`config.mk`:
```
export PLATFORM = sky130hd
export DESIGN_NAME = icache_direct
export DESIGN_NICKNAME = d
export VERILOG_FILES = /design/src/rtl/icache_direct.sv
export SDC_FILE = /design/constraint.sdc
export NUM_CORES = 1
export LEC_CHECK = 0
export BUFFER_PORTS_ARGS = -buffer_cell sky130_fd_sc_hd__buf_2
export CAP_MARGIN = 0
export CORE_MARGIN = 4
export CORE_UTILIZATION = 30
export CTS_BUF_LIST = sky130_fd_sc_hd__clkbuf_4 sky130_fd_sc_hd__clkbuf_8
export DETAILED_ROUTE_END_ITERATION = 16
export HOLD_SLACK_MARGIN = 0.15
export PLACE_DENSITY = 0.43
export SYNTH_ARGS = -nofsm -noshare
export SYNTH_HDL_FRONTEND = slang
export SYNTH_SLANG_ARGS = --single-unit
```
`constraint.sdc`:
```
create_clock -name CLK -period 13.43 [get_ports CLK]
set_input_delay 2.686 -clock CLK [delete_from_list [all_inputs] [get_ports CLK]]
set_output_delay 2.686 -clock CLK [all_outputs]
set_load 0.05 [all_outputs]
```
`src/rtl/icache_direct.sv`:
```
// Direct-mapped, read-only instruction cache with one word per frame.
// Hits return data in the same cycle; misses fetch one word over an iREN/iwait handshake.
module icache_direct #(
  parameter int IDX_W  = 4,
  parameter int WORD_W = 32
) (
  input  logic              CLK,
  input  logic              nRST,
  input  logic              imemREN,
  input  logic [WORD_W-1:0] imemaddr,
  output logic              ihit,
  output logic [WORD_W-1:0] imemload,
  output logic              iREN,
  output logic [WORD_W-1:0] iaddr,
  input  logic              iwait,
  input  logic [WORD_W-1:0] iload,
  output logic [31:0]       hit_count,
  output logic [31:0]       miss_count
);

  localparam int FRAMES = 2 ** IDX_W;
  localparam int TAG_W  = WORD_W - IDX_W - 2;

  typedef enum logic {IDLE, FETCH} state_t;

  state_t            state;
  logic [FRAMES-1:0] valid;
  logic [TAG_W-1:0]  tags [FRAMES];
  logic [WORD_W-1:0] data [FRAMES];
  logic [WORD_W-1:0] miss_addr;

  logic [IDX_W-1:0]  req_idx;
  logic [TAG_W-1:0]  req_tag;
  logic [IDX_W-1:0]  miss_idx;
  logic [TAG_W-1:0]  miss_tag;
  logic              lookup_hit;
  logic              fill;

  assign req_idx  = imemaddr[IDX_W+1:2];
  assign req_tag  = imemaddr[WORD_W-1:IDX_W+2];
  assign miss_idx = miss_addr[IDX_W+1:2];
  assign miss_tag = miss_addr[WORD_W-1:IDX_W+2];

  assign lookup_hit = imemREN && valid[req_idx] && (tags[req_idx] == req_tag);
  assign fill       = (state == FETCH) && !iwait;

  // Hit data is combinational so the fetch stage sees it in the request cycle.
  assign ihit     = (state == IDLE) && lookup_hit;
  assign imemload = ihit ? data[req_idx] : '0;
  assign iaddr    = iREN ? miss_addr : '0;

  // NOTE: all sequential state uses non-blocking assignments so every flop
  // samples pre-edge values regardless of statement order.
  always_ff @(posedge CLK or negedge nRST) begin
    if (!nRST) begin
      state      <= IDLE;
      valid      <= '0;
      iREN       <= 1'b0;
      miss_addr  <= '0;
      hit_count  <= '0;
      miss_count <= '0;
    end else begin
      case (state)
        IDLE: begin
          if (lookup_hit) begin
            hit_count <= hit_count + 32'd1;
          end else if (imemREN) begin
            miss_addr  <= imemaddr & ~WORD_W'(3);
            miss_count <= miss_count + 32'd1;
            iREN       <= 1'b1;
            state      <= FETCH;
          end
        end
        FETCH: begin
          // The fill targets the latched miss address, not the live request.
          if (!iwait) begin
            valid[miss_idx] <= 1'b1;
            iREN            <= 1'b0;
            state           <= IDLE;
          end
        end
        default: state <= IDLE;
      endcase
    end
  end

  // NOTE: tag and data arrays are deliberately not reset; the valid bits alone
  // make stale contents unobservable, and unreset arrays map onto plain flops/RAM.
  always_ff @(posedge CLK) begin
    if (fill) begin
      tags[miss_idx] <= miss_tag;
      data[miss_idx] <= iload;
    end
  end

endmodule

```
==> summary.txt, run 1 <==
STATUS
--------------------------------------------------------------------------------
Result of the run                                                      completed

PLACE
--------------------------------------------------------------------------------
Pre-CTS WS                                                               3.31 ns
Cells after DPL                                                             3894
Port buffer count                                                            193
HPWL reported at the end of detailed placement                           60.3 mm
Routability Congestion                                                     0.751

GLOBAL ROUTE
--------------------------------------------------------------------------------
Largest net degree at the start of global routing                             82
Global-route wire length before repair                                    159 mm
Number of antenna violations at the first check in global routing             15
Aggregate global-route resource usage                                      15.6%
Aggregate global routing overflow                                              0
Via count of the first global-routing pass                                 22300

TIMING
--------------------------------------------------------------------------------
Min Clock Period, post-route                                            10.06 ns
Number of failing setup endpoints in the final timing report                   0
Hold violation total from the final report                                     0
Final worst clock skew                                                 0.0402 ns
Setup repair after global routing missed its margin                        false
Worst rel slew slack                                                       23.9%
Final Slew Violations                                                          0
Smallest hold slack                                                     0.464 ns
Least-Margin Pin Slew                                                    1.14 ns
Accumulated negative setup slack                                            0 ns
Post-route setup slack                                                   3.37 ns
Max Clock Freq                                                          99.4 MHz
Fraction of the cycle the final worst path needs                           74.9%

POWER AND IR DROP
--------------------------------------------------------------------------------
Total internal power                                                     5.58 mW
Sequential power share                                                     51.8%
Switching power summed over all nets                                     1.88 mW
Power density over the cells                                         155 nW/um^2
Static Leakage                                                           16.3 nW
Share of total power in the clock network                                  39.7%
Fraction of power spent switching nets                                     25.2%
Comb power frac                                                             8.6%
Worst VDD drop                                                           98.8 uV

DETAILED ROUTING
--------------------------------------------------------------------------------
Residual DRC                                                                   0
Vias per std cell                                                           4.89
Wire length reported by the detailed router                               111 mm
DRC violation total after the first TritonRoute iteration                   1333
Routed Antenna Nets                                                            0
Detailed-route wire length per cell                                      26.2 um
Vias                                                                       20700
Detailed Routing Iterations Pass 1                                             5

LAYOUT
--------------------------------------------------------------------------------
Final Instance Count excl. Fillers                                          4239
Fraction of final layout cells with drive strength greater than 1          35.7%
Most used cells in the layout excluding fill and tap cells          edfxtp_1, mux4_2, clkbuf_8, buf_2, dfrtp_1
Count of fill cells added during filler insertion                          12800
Synth-to-layout area growth                                                16.9%
Final design utilization                                                   35.4%
Most common cell after layout, fill and taps aside                      edfxtp_1
Final #Nets                                                                 2366
Sequential cell area                                                  30700 um^2
Area of the multi-input gates                                         10100 um^2

WORST HOLD PATH
--------------------------------------------------------------------------------
Classification of the worst-slack hold path                         flop to flop
Beginning of the worst hold path                                    hit_count[31]
Worst hold path endpoint                                            hit_count[31]
Hold Path Cell Cnt                                                             1

SYNTHESIS
--------------------------------------------------------------------------------
Synth async-reset ratio                                                    10.8%
Number of enable-type register cells in the synthesized netlist              928
Share of the yosys chip area belonging to registers                        74.5%
Top-area cell type share of the netlist area                               67.7%
Synth area leaders                                                  edfxtp_1, mux4_2, dfrtp_1
Area of the mapped netlist                                            41100 um^2
Post-synth top area cell                                                edfxtp_1
FF+latch count, synth                                                       1040
Netlist cell types                                                            58
Average footprint of a synthesized cell                                20.8 um^2
Primary FF master, synth                                                edfxtp_1
Ys Warns                                                                       0
Syn Inst Count                                                              1975

FLOORPLAN
--------------------------------------------------------------------------------
Initial Utilization                                                        30.3%
Core Area                                                            136000 um^2
Die height                                                                378 um
Width of the die                                                          378 um
Die Footprint                                                        143000 um^2
# rows                                                                       135
I/O pin count                                                                198

JOB
--------------------------------------------------------------------------------
MaxCap Viol Count                                                              0

CLOCK TREE
--------------------------------------------------------------------------------
Number of clock sinks                                                       1040
Number of buffers inserted during clock tree synthesis                       181
Bufs on Longest Clock Path                                                     3
Number of buffers added for setup after CTS                                    0
Clock-pin slew on the worst setup and hold paths                         0.05 ns
Library cell used as clock root buffer                                  clkbuf_8
Number of H-tree levels                                                        4
Total of hold buffers inserted after clock tree synthesis                      0
Clock tree from TritonCTS                                                   done
Clock Latency Late Sink                                                  0.87 ns
Gates resized, CTS repair                                                      0

WORST SETUP PATH
--------------------------------------------------------------------------------
Master of the slowest instance on the critical path                        buf_4
Type of element launching the critical path                            input pin
Worst setup slack for register-to-register paths                         8.81 ns
Largest fanout on the critical path                                           81
Endpoint arrival time on the critical path                               7.37 ns
Worst flop-to-flop path endpoint                                    hit_count[24]
Critical path data required time                                        10.74 ns
RR Startpoint                                                        tags[14][5]
Category of the worst setup path capture point                        output pin
Cells traversed along the worst timing path                         buf_8, buf_4, mux4_2, mux2i_1, xnor2_1, nor2_1, nor2_1, nor4_1, nand2_1, or3_2, buf_4, nor2b_1, buf_2
Maximum cell stage delay along the critical path                         0.77 ns
Reg2reg path depth                                                             8
Type of the worst setup path                                        input pin to output pin

## metal layers
layer / share of wire [%] / vias to the layer above / GRT usage [%] / routed length [um]
li1: - / 8748 / - / -
met1: 45 / 11300 / 21.0 / 50000
met2: 48 / 541 / 25.3 / 53300
met3: 5.1 / 180 / 3.35 / 5690
met4: 1.9 / 2 / 4.61 / 2170
met5: 0.012 / - / 0 / 13
## stage by stage
step	cell area [um^2]	power (mW)
5_1_grt	48100	7.79
3_5_place_dp	44400	4.59
3_3_place_gp	44400	4.57
4_1_cts	48100	7.60
2_1_floorplan	41200	4.30
6_report	48100	7.46
## power by group through the flow
stage	Combinational (mW)	Sequential, mW	Clock (mW)
6_report	0.639	3.86	2.96
3_5_place_dp	0.657	3.93	0
4_1_cts	0.659	3.87	3.07
3_3_place_gp	0.651	3.92	0
5_1_grt	0.686	3.89	3.22
2_1_floorplan	0.397	3.90	0
## registers in the layout, summed over array words and instances, names as in the netlist
signal	flops
miss_count	32
miss_addr	30
tags	416
hit_count	32
state	1
iREN	1
data	512
valid	16
## synth_stat cells, types with 13 or more instances
master    instances
xor2_1           40
nand2_1          32
xnor2_1          59
edfxtp_1        928
nand4_1          26
nor3_1           18
nand3_1          33
and2_1           36
clkbuf_1         46
buf_1            17
nor2b_1          43
and3_1           13
mux2_2           34
mux2i_1          76
or2_2            17
buf_2            19
dfrtp_1         112
nor2_1           42
mux4_2          256
## worst max-delay path: cells and delay by family
kind,cells,cell delay [ns]
buffers and inverters,4,1.93
multiplexers,2,0.87
AND/OR/NAND/NOR,6,1.41
XOR/XNOR,1,0.19
## worst max path at each step
| stage | from | to | slack [ns] |
|---|---|---|---|
| final | imemaddr[4] | imemload[12] | 3.37 |
| after global placement | imemaddr[4] | imemload[26] | 3.32 |
| after CTS | imemaddr[4] | imemload[12] | 3.30 |
| after global routing | imemaddr[4] | imemload[15] | 3.04 |
| after detailed placement | imemaddr[4] | imemload[12] | 3.31 |
| after floorplan | imemaddr[4] | imemload[23] | 4.66 |
## area by class of cell
class                           count  share of cell area, %
Tap cell                         1781                   4.63
Sequential cell                  1040                   63.8
Clock buffer                      262                   6.54
Inverter                            9                 0.0754
Antenna cell                        7                 0.0364
Multi-Input combinational cell    825                   20.9
Timing Repair Buffer              239                   2.82
Clock inverter                     76                   1.21
## cell families after synthesis
kind of cell	Yosys count	synth area share [%]
xor+xnor	99	2.11
mux	366	16.8
simple gates	311	4.38
buf+inv	111	1.33
flops	1040	74.5
compound gates	45	0.800
other cells	1	0.00911
fa+ha+maj	2	0.0608
Note: power is estimated with default switching activity, not from simulation.
==> run 2, diff against run 1 <==
ABC_AREA = 1   (was unset)
clock period = 9.6 ns   (was 13.43 ns; I/O delays follow)
==> summary.txt, run 2 <==
TIMING
----------------------------------------------------------------------------------
Least-Margin Pin Slew                                                      1.22 ns   +0.0777 ns
Final worst clock skew                                                   0.0431 ns   +0.00286 ns
Number of failing setup endpoints in the final timing report                     0   unchanged
Max Clock Freq                                                             123 MHz
Final Slew Violations                                                            0   unchanged
Setup repair after global routing missed its margin                          false
Post-route setup slack                                                     1.46 ns   -1.91 ns
Min Clock Period, post-route                                               8.14 ns
Worst rel slew slack                                                         18.9%   -5.0 points
Fraction of the cycle the final worst path needs                             84.8%
Accumulated negative setup slack                                              0 ns   unchanged
Hold violation total from the final report                                       0   unchanged
Smallest hold slack                                                       0.457 ns   -0.00657 ns

SYNTHESIS
----------------------------------------------------------------------------------
Average footprint of a synthesized cell                                  10.9 um^2   -48%
Fraction of synthesized cell area in xor and xnor cells                     0.635%   -1.5 points
Fraction of the mapped netlist area in simple logic gates                    17.9%   +14 points
Top-area cell type share of the netlist area                                 63.1%   -4.6 points
Netlist cell types                                                              37   -36%
Ys Warns                                                                         0   unchanged
Area fraction in compound gates after synthesis                              6.95%   +6.1 points
Share of the yosys chip area belonging to registers                          69.4%   -5.1 points
Share of cell area taken by muxes after synthesis                               0%   -17 points
Post-synth top area cell                                                  edfxtp_1
Dominant combinational cell family by area after synthesis            simple AND/OR/NAND/NOR gates
Most instantiated cells after synthesis                               nand2_1, edfxtp_1, nand3_1
Most frequent cell after synthesis                                         nand2_1
Post-Synth Adder-Cell Area                                                 0.0567%   -0.0042 points
FF+latch count, synth                                                         1040   unchanged
Number of enable-type register cells in the synthesized netlist                928   unchanged
Synth async-reset ratio                                                      10.8%   unchanged
Area of the mapped netlist                                              44200 um^2   +7.3%
Primary FF master, synth                                                  edfxtp_1
Synth area leaders                                                    edfxtp_1, nand2_1, dfrtp_1
Syn Inst Count                                                                4043   +100%

DETAILED ROUTING
----------------------------------------------------------------------------------
Routed Antenna Nets                                                              0   unchanged
Wire length reported by the detailed router                                 139 mm   +25%
Detailed-route wire length per cell                                        22.1 um   -16%
Residual DRC                                                                     0   unchanged
DRC violation total after the first TritonRoute iteration                     2105   +58%
Vias                                                                         30700   +48%
Vias per std cell                                                             4.85   -0.84%
Detailed Routing Iterations Pass 1                                               5   unchanged

WORST SETUP PATH
----------------------------------------------------------------------------------
Largest fanout on the critical path                                             97   +20%
Type of element launching the critical path                              input pin
Launching element of the worst setup path                              imemaddr[2]
Most common cell type on the critical path                                   buf_4
Reg2reg path depth                                                               6   -2
Maximum cell stage delay along the critical path                           0.93 ns   +0.16 ns
Cells traversed along the worst timing path                           buf_8, buf_4, buf_4, buf_4, a21oi_1, a221oi_1, o21ai_0, a21oi_1, buf_2
Endpoint arrival time on the critical path                                 6.22 ns   -1.15 ns
Family with the most delay on the worst path                          buffers and inverters
RR Startpoint                                                                state
Critical path data required time                                           7.68 ns   -3.06 ns
Category of the worst setup path capture point                          output pin
Master of the slowest instance on the critical path                          buf_4
Total stage count of the critical path                                           9   -4
Type of the worst setup path                                          input pin to output pin
Combined buffer and inverter count along the critical path                       5   +1

LAYOUT
----------------------------------------------------------------------------------
Most used cells in the layout excluding fill and tap cells            nand2_1, edfxtp_1, nand3_1, inv_1, a21oi_1
Reg with most FFs                                                             data
Final Instance Count excl. Fillers                                            6322   +49%
Final #Nets                                                                   4317   +82%
Count of fill cells added during filler insertion                            14700   +14%
Fraction of final layout cells with drive strength greater than 1            13.5%   -22 points
Synth-to-layout area growth                                                  15.4%
Flip-flop count of the largest register, all copies and words added            512   unchanged
Most common cell after layout, fill and taps aside                         nand2_1
Biggest registers after layout                                        data: 512 flops, tags: 416 flops

PLACE
----------------------------------------------------------------------------------
HPWL reported at the end of detailed placement                             71.3 mm   +18%
Pre-CTS WS                                                                 1.42 ns   -1.89 ns
Routability Congestion                                                       0.804   +7.1%
Port buffer count                                                              193   unchanged
Cells after DPL                                                               5979   +54%

WORST HOLD PATH
----------------------------------------------------------------------------------
Beginning of the worst hold path                                         valid[11]
Hold Path Cell Cnt                                                               2   +1
Classification of the worst-slack hold path                           flop to flop

CLOCK TREE
----------------------------------------------------------------------------------
Number of buffers inserted during clock tree synthesis                         183   +1.1%
Library cell used as clock root buffer                                    clkbuf_8
Clock-pin slew on the worst setup and hold paths                           0.06 ns   about the same
Total of hold buffers inserted after clock tree synthesis                        0   unchanged
Bufs on Longest Clock Path                                                       3   unchanged
Gates resized, CTS repair                                                        0   unchanged
Number of clock sinks                                                         1040   unchanged
Number of buffers added for setup after CTS                                      0   unchanged
Clock Latency Late Sink                                                    0.89 ns   +0.02 ns
Number of H-tree levels                                                          4   unchanged
Clock tree from TritonCTS                                                     done

POWER AND IR DROP
----------------------------------------------------------------------------------
Power density over the cells                                           204 nW/um^2   +32%
Static Leakage                                                             19.9 nW   +22%
Worst VDD drop                                                              105 uV   +6.5%
Power consumption                                                          10.4 mW   +39%

GLOBAL ROUTE
----------------------------------------------------------------------------------
Number of antenna violations at the first check in global routing               20   +5
Global-route wire length before repair                                      203 mm   +27%
Aggregate global-route resource usage                                        17.9%   +2.3 points
Aggregate global routing overflow                                                0   unchanged
Via count of the first global-routing pass                                   29400   +32%
Largest net degree at the start of global routing                              207   +150%

STATUS
----------------------------------------------------------------------------------
Result of the run                                                        completed

FLOORPLAN
----------------------------------------------------------------------------------
# rows                                                                         140   +3.7%
Die Footprint                                                          153000 um^2   +7.2%
Core Area                                                              146000 um^2   +7.4%
Width of the die                                                            392 um   +3.5%
I/O pin count                                                                  198   unchanged
Die height                                                                  392 um   +3.5%
Initial Utilization                                                          30.3%   -0.034 points

JOB
----------------------------------------------------------------------------------
MaxCap Viol Count                                                                0   unchanged

==> run 2: changes by cell type after synthesis, moves of 36 or more <==
cell / before / now
nand2_1: 32 / 1260
nand3_1: 33 / 395
inv_1: 6 / 297
a21oi_1: 7 / 266
mux4_2: 256 / 0
nor2_1: 42 / 182
a221oi_1: 0 / 117
mux2i_1: 76 / 0
o21ai_0: 4 / 79
clkbuf_1: 46 / 113
xnor2_1: 59 / 7
nor2b_1: 43 / 0
and2_1: 36 / 0
==> run 2: metrics by stage <==
stage          instance area, um^2  utilization, %
2_1_floorplan                44200               -
5_1_grt                      50900            34.9
4_1_cts                      50900            34.9
3_3_place_gp                 47200            32.4
3_5_place_dp                 47200            32.4
6_report                     51000            34.9
==> run 2: cells by family (layout without fill, tap and decap cells) <==
group                      after synthesis  count (layout)
xor gates and xnor gates                32              32
DFF                                   1040            1040
adders and majority gates                2               2
buffers and inverters                  534             885
other                                    1              12
AOI/OAI and AO/OA                      511             511
and+or+nand+nor                       1923            1923
==> run 2: final timing paths <==
path / to / slack [ns]
min in group asynchronous: hit_count[22] / 1.02
max in group asynchronous: iREN / 7.14
min reg2reg: valid[11] / 0.46
max: imemload[25] / 1.46
min: valid[11] / 0.46
max reg2reg: tags[9][9] / 5.44
==> run 2: worst min-delay path: stages (launching register included) <==
cell and delay (ns):
dfrtp_1 0.32, inv_1 0.04, o21ai_0 0.06
==> run 2: cell type report <==
type / count / area (um^2) / share of cell area, %
Sequential cell: 1040 / 30700 / 60.2
Multi-Input combinational cell: 2470 / 11400 / 22.4
Clock buffer: 284 / 3350 / 6.57
Tap cell: 1917 / 2400 / 4.71
Timing Repair Buffer: 250 / 1570 / 3.08
Inverter: 302 / 1160 / 2.29
Clock inverter: 49 / 362 / 0.710
Antenna cell: 10 / 25.0 / 0.0491
==> run 2: where the power goes <==
part / total [mW] / switching [mW] / internal (mW)
combinational: 0.921 / 0.718 / 0.203
sequential: 5.31 / 0.156 / 5.15
clock: 4.17 / 1.89 / 2.28
==> run 2: metal layers <==
| metal | global-route usage, % | wire length (um) | up-vias |
|---|---|---|---|
| met5 | 0 | 34 | - |
| met4 | 4.95 | 3130 | 4 |
| met3 | 3.57 | 7640 | 231 |
| met2 | 28.5 | 64500 | 797 |
| met1 | 24.8 | 64200 | 15200 |
| li1 | - | - | 14500 |
==> run 3, diff against run 2 <==
PLACE_DENSITY = 0.44   (was 0.43)
clock period = 6.75 ns   (was 9.6 ns; I/O delays follow)
==> summary.txt, run 3 (synthesized netlist as in run 2, its figures left out) <==
TIMING
----------------------------------------------------------------------------------
Fraction of the cycle the final worst path needs                             92.6%
Min Clock Period, post-route                                               6.25 ns
Hold violation total from the final report                                       0   unchanged
Accumulated negative setup slack                                              0 ns   unchanged
Least-Margin Pin Slew                                                      1.19 ns   -0.0312 ns
Worst rel slew slack                                                         20.8%   +1.9 points
Final worst clock skew                                                   0.0417 ns   -0.00138 ns
Number of failing setup endpoints in the final timing report                     0   unchanged
Setup repair after global routing missed its margin                          false
Max Clock Freq                                                             160 MHz
Final Slew Violations                                                            0   unchanged

LAYOUT
----------------------------------------------------------------------------------
Final design utilization                                                     35.2%   +0.28 points
Synth-to-layout area growth                                                  16.3%
Reg with most FFs                                                             data
Sequential cell area                                                    30700 um^2   unchanged
Flip-flop count of the largest register, all copies and words added            512   unchanged
Design Area, Final                                                      51400 um^2   +0.81%
Most used cells in the layout excluding fill and tap cells            nand2_1, edfxtp_1, nand3_1, inv_1, a21oi_1
Fraction of final layout cells with drive strength greater than 1            14.0%   +0.56 points
Final #Nets                                                                   4351   +0.79%
Most common cell after layout, fill and taps aside                         nand2_1
Area of the multi-input gates                                           11400 um^2   unchanged
Biggest registers after layout                                        data: 512 flops, tags: 416 flops
Count of fill cells added during filler insertion                            14700   +0.23%

CLOCK TREE
----------------------------------------------------------------------------------
Number of buffers added for setup after CTS                                      0   unchanged
Total of hold buffers inserted after clock tree synthesis                        0   unchanged
Number of buffers inserted during clock tree synthesis                         184   +0.55%
Clock Latency Late Sink                                                    0.87 ns   -0.02 ns
Bufs on Longest Clock Path                                                       3   unchanged
Gates resized, CTS repair                                                        0   unchanged
Number of clock sinks                                                         1040   unchanged
Number of H-tree levels                                                          4   unchanged
Library cell used as clock root buffer                                    clkbuf_8
Clock tree from TritonCTS                                                     done
Clock-pin slew on the worst setup and hold paths                           0.06 ns   about the same

GLOBAL ROUTE
----------------------------------------------------------------------------------
Number of antenna violations at the first check in global routing               17   -15%
Aggregate global-route resource usage                                        17.6%   -0.29 points
Largest net degree at the start of global routing                               95   -54%
Aggregate global routing overflow                                                0   unchanged
Met3 demand-to-capacity share in global routing                              3.27%   -0.30 points
Via count of the first global-routing pass                                   29300   -0.46%
Global-route wire length before repair                                      200 mm   -1.3%
Global routing usage on met1                                                 24.1%   -0.60 points
GR Layer Usage met2                                                          28.5%   -0.029 points
Routing layer with the top usage in global route                              met2

PLACE
----------------------------------------------------------------------------------
HPWL reported at the end of detailed placement                             72.6 mm   +2.0%
Total cell area at the placement stage                                  47700 um^2   +0.95%
Port buffer count                                                              193   unchanged
Routability Congestion                                                       0.811   +0.82%

DETAILED ROUTING
----------------------------------------------------------------------------------
Vias per std cell                                                             4.83   -0.52%
Detailed-route wire length per cell                                        21.5 um   -2.5%
Wire length reported by the detailed router                                 137 mm   -2.0%
DRC violation total after the first TritonRoute iteration                     2228   +5.8%
Vias                                                                         30700   -0.049%
Routed Antenna Nets                                                              0   unchanged
Residual DRC                                                                     0   unchanged
Detailed Routing Iterations Pass 1                                               5   unchanged

FLOORPLAN
----------------------------------------------------------------------------------
Core Area                                                              146000 um^2   unchanged
# rows                                                                         140   unchanged
I/O pin count                                                                  198   unchanged
Initial Utilization                                                          30.3%   unchanged
Die height                                                                  392 um   unchanged
Width of the die                                                            392 um   unchanged
Die Footprint                                                          153000 um^2   unchanged

WORST HOLD PATH
----------------------------------------------------------------------------------
Classification of the worst-slack hold path                           flop to flop
Beginning of the worst hold path                                          valid[3]
Worst hold path endpoint                                                  valid[3]
Hold Path Cell Cnt                                                               2   unchanged

WORST SETUP PATH
----------------------------------------------------------------------------------
Largest fanout on the critical path                                             35   -64%
Reg2reg path depth                                                               5   -1
Critical path data required time                                           5.40 ns   -2.28 ns
Type of the worst setup path                                          input pin to output pin
Category of the worst setup path capture point                          output pin
RR Startpoint                                                                state
Type of element launching the critical path                              input pin
Worst setup slack for register-to-register paths                           2.86 ns   -2.58 ns
Worst flop-to-flop path endpoint                                       tags[2][20]
Endpoint arrival time on the critical path                                 4.90 ns   -1.32 ns

POWER AND IR DROP
----------------------------------------------------------------------------------
Power consumption                                                          14.8 mW   +42%
Worst VDD drop                                                              182 uV   +73%
Static Leakage                                                             20.1 nW   +0.94%
Power density over the cells                                           287 nW/um^2   +41%

JOB
----------------------------------------------------------------------------------
MaxCap Viol Count                                                                0   unchanged

STATUS
----------------------------------------------------------------------------------
Result of the run                                                        completed

run 3: cell types whose count changed in the layout (fill, tap and decap cells not counted), sizes merged:
cell,previous run,this run
buf,250,283
diode,10,9
inv,312,308
clkinv,37,36
bufinv,2,4
clkinvlp,0,4
clkbuf,284,281
run 3: layer usage:
| layer | vias up | wire (um) |
|---|---|---|
| met5 | - | 68 |
| met4 | 10 | 2680 |
| met3 | 212 | 6450 |
| met2 | 678 | 64800 |
| met1 | 15200 | 62700 |
| li1 | 14500 | - |
run 3: layout make-up:
class | count | area share (%)
Tap cell | 1917 | 4.67
Clock buffer | 281 | 6.41
Timing Repair Buffer | 283 | 3.93
Inverter | 302 | 2.27
Antenna cell | 9 | 0.0438
Sequential cell | 1040 | 59.7
Clock inverter | 50 | 0.741
Multi-Input combinational cell | 2470 | 22.2
run 3: worst max-delay path by stage:
stage | startpoint | endpoint
floorplan | imemaddr[2] | imemload[28]
global placement | imemaddr[3] | imemload[24]
detailed placement | imemaddr[3] | imemload[24]
CTS | imemaddr[3] | imemload[24]
global route | imemaddr[2] | imemload[24]
finish | imemaddr[3] | imemload[24]
run 3: power by group:
group / switching [mW] / leakage, nW / internal (mW) / total, mW
clock network: 2.62 / 1.95 / 3.26 / 5.88
logic: 1.00 / 8.31 / 0.308 / 1.31
registers: 0.239 / 9.81 / 7.33 / 7.57
total: 3.86 / 20.1 / 10.9 / 14.8
run 3: worst max-delay path, cell delays in order:
cell and delay [ns]:
buf_8 0.15, inv_8 0.27, buf_4 0.29, nand3_1 0.12, nand3_1 0.09, nand3_1 0.10
nand2_1 0.24, nand2_1 0.23, nor2_1 0.15, nand2_1 0.05, nor2_1 0.09, nand3_1 0.09
nor2_2 0.26, nand2_2 0.37, buf_4 0.39, a21oi_1 0.27, buf_2 0.33
run 3: through the flow:
step	hold WS, ns	worst slack, ns	std cells
global placement	0.439	0.404	6012
finish	0.458	0.500	6352
detailed placement	0.443	0.453	6012
global route	0.475	0.235	6349
CTS	0.434	0.437	6343
floorplan	0.428	1.63	4044
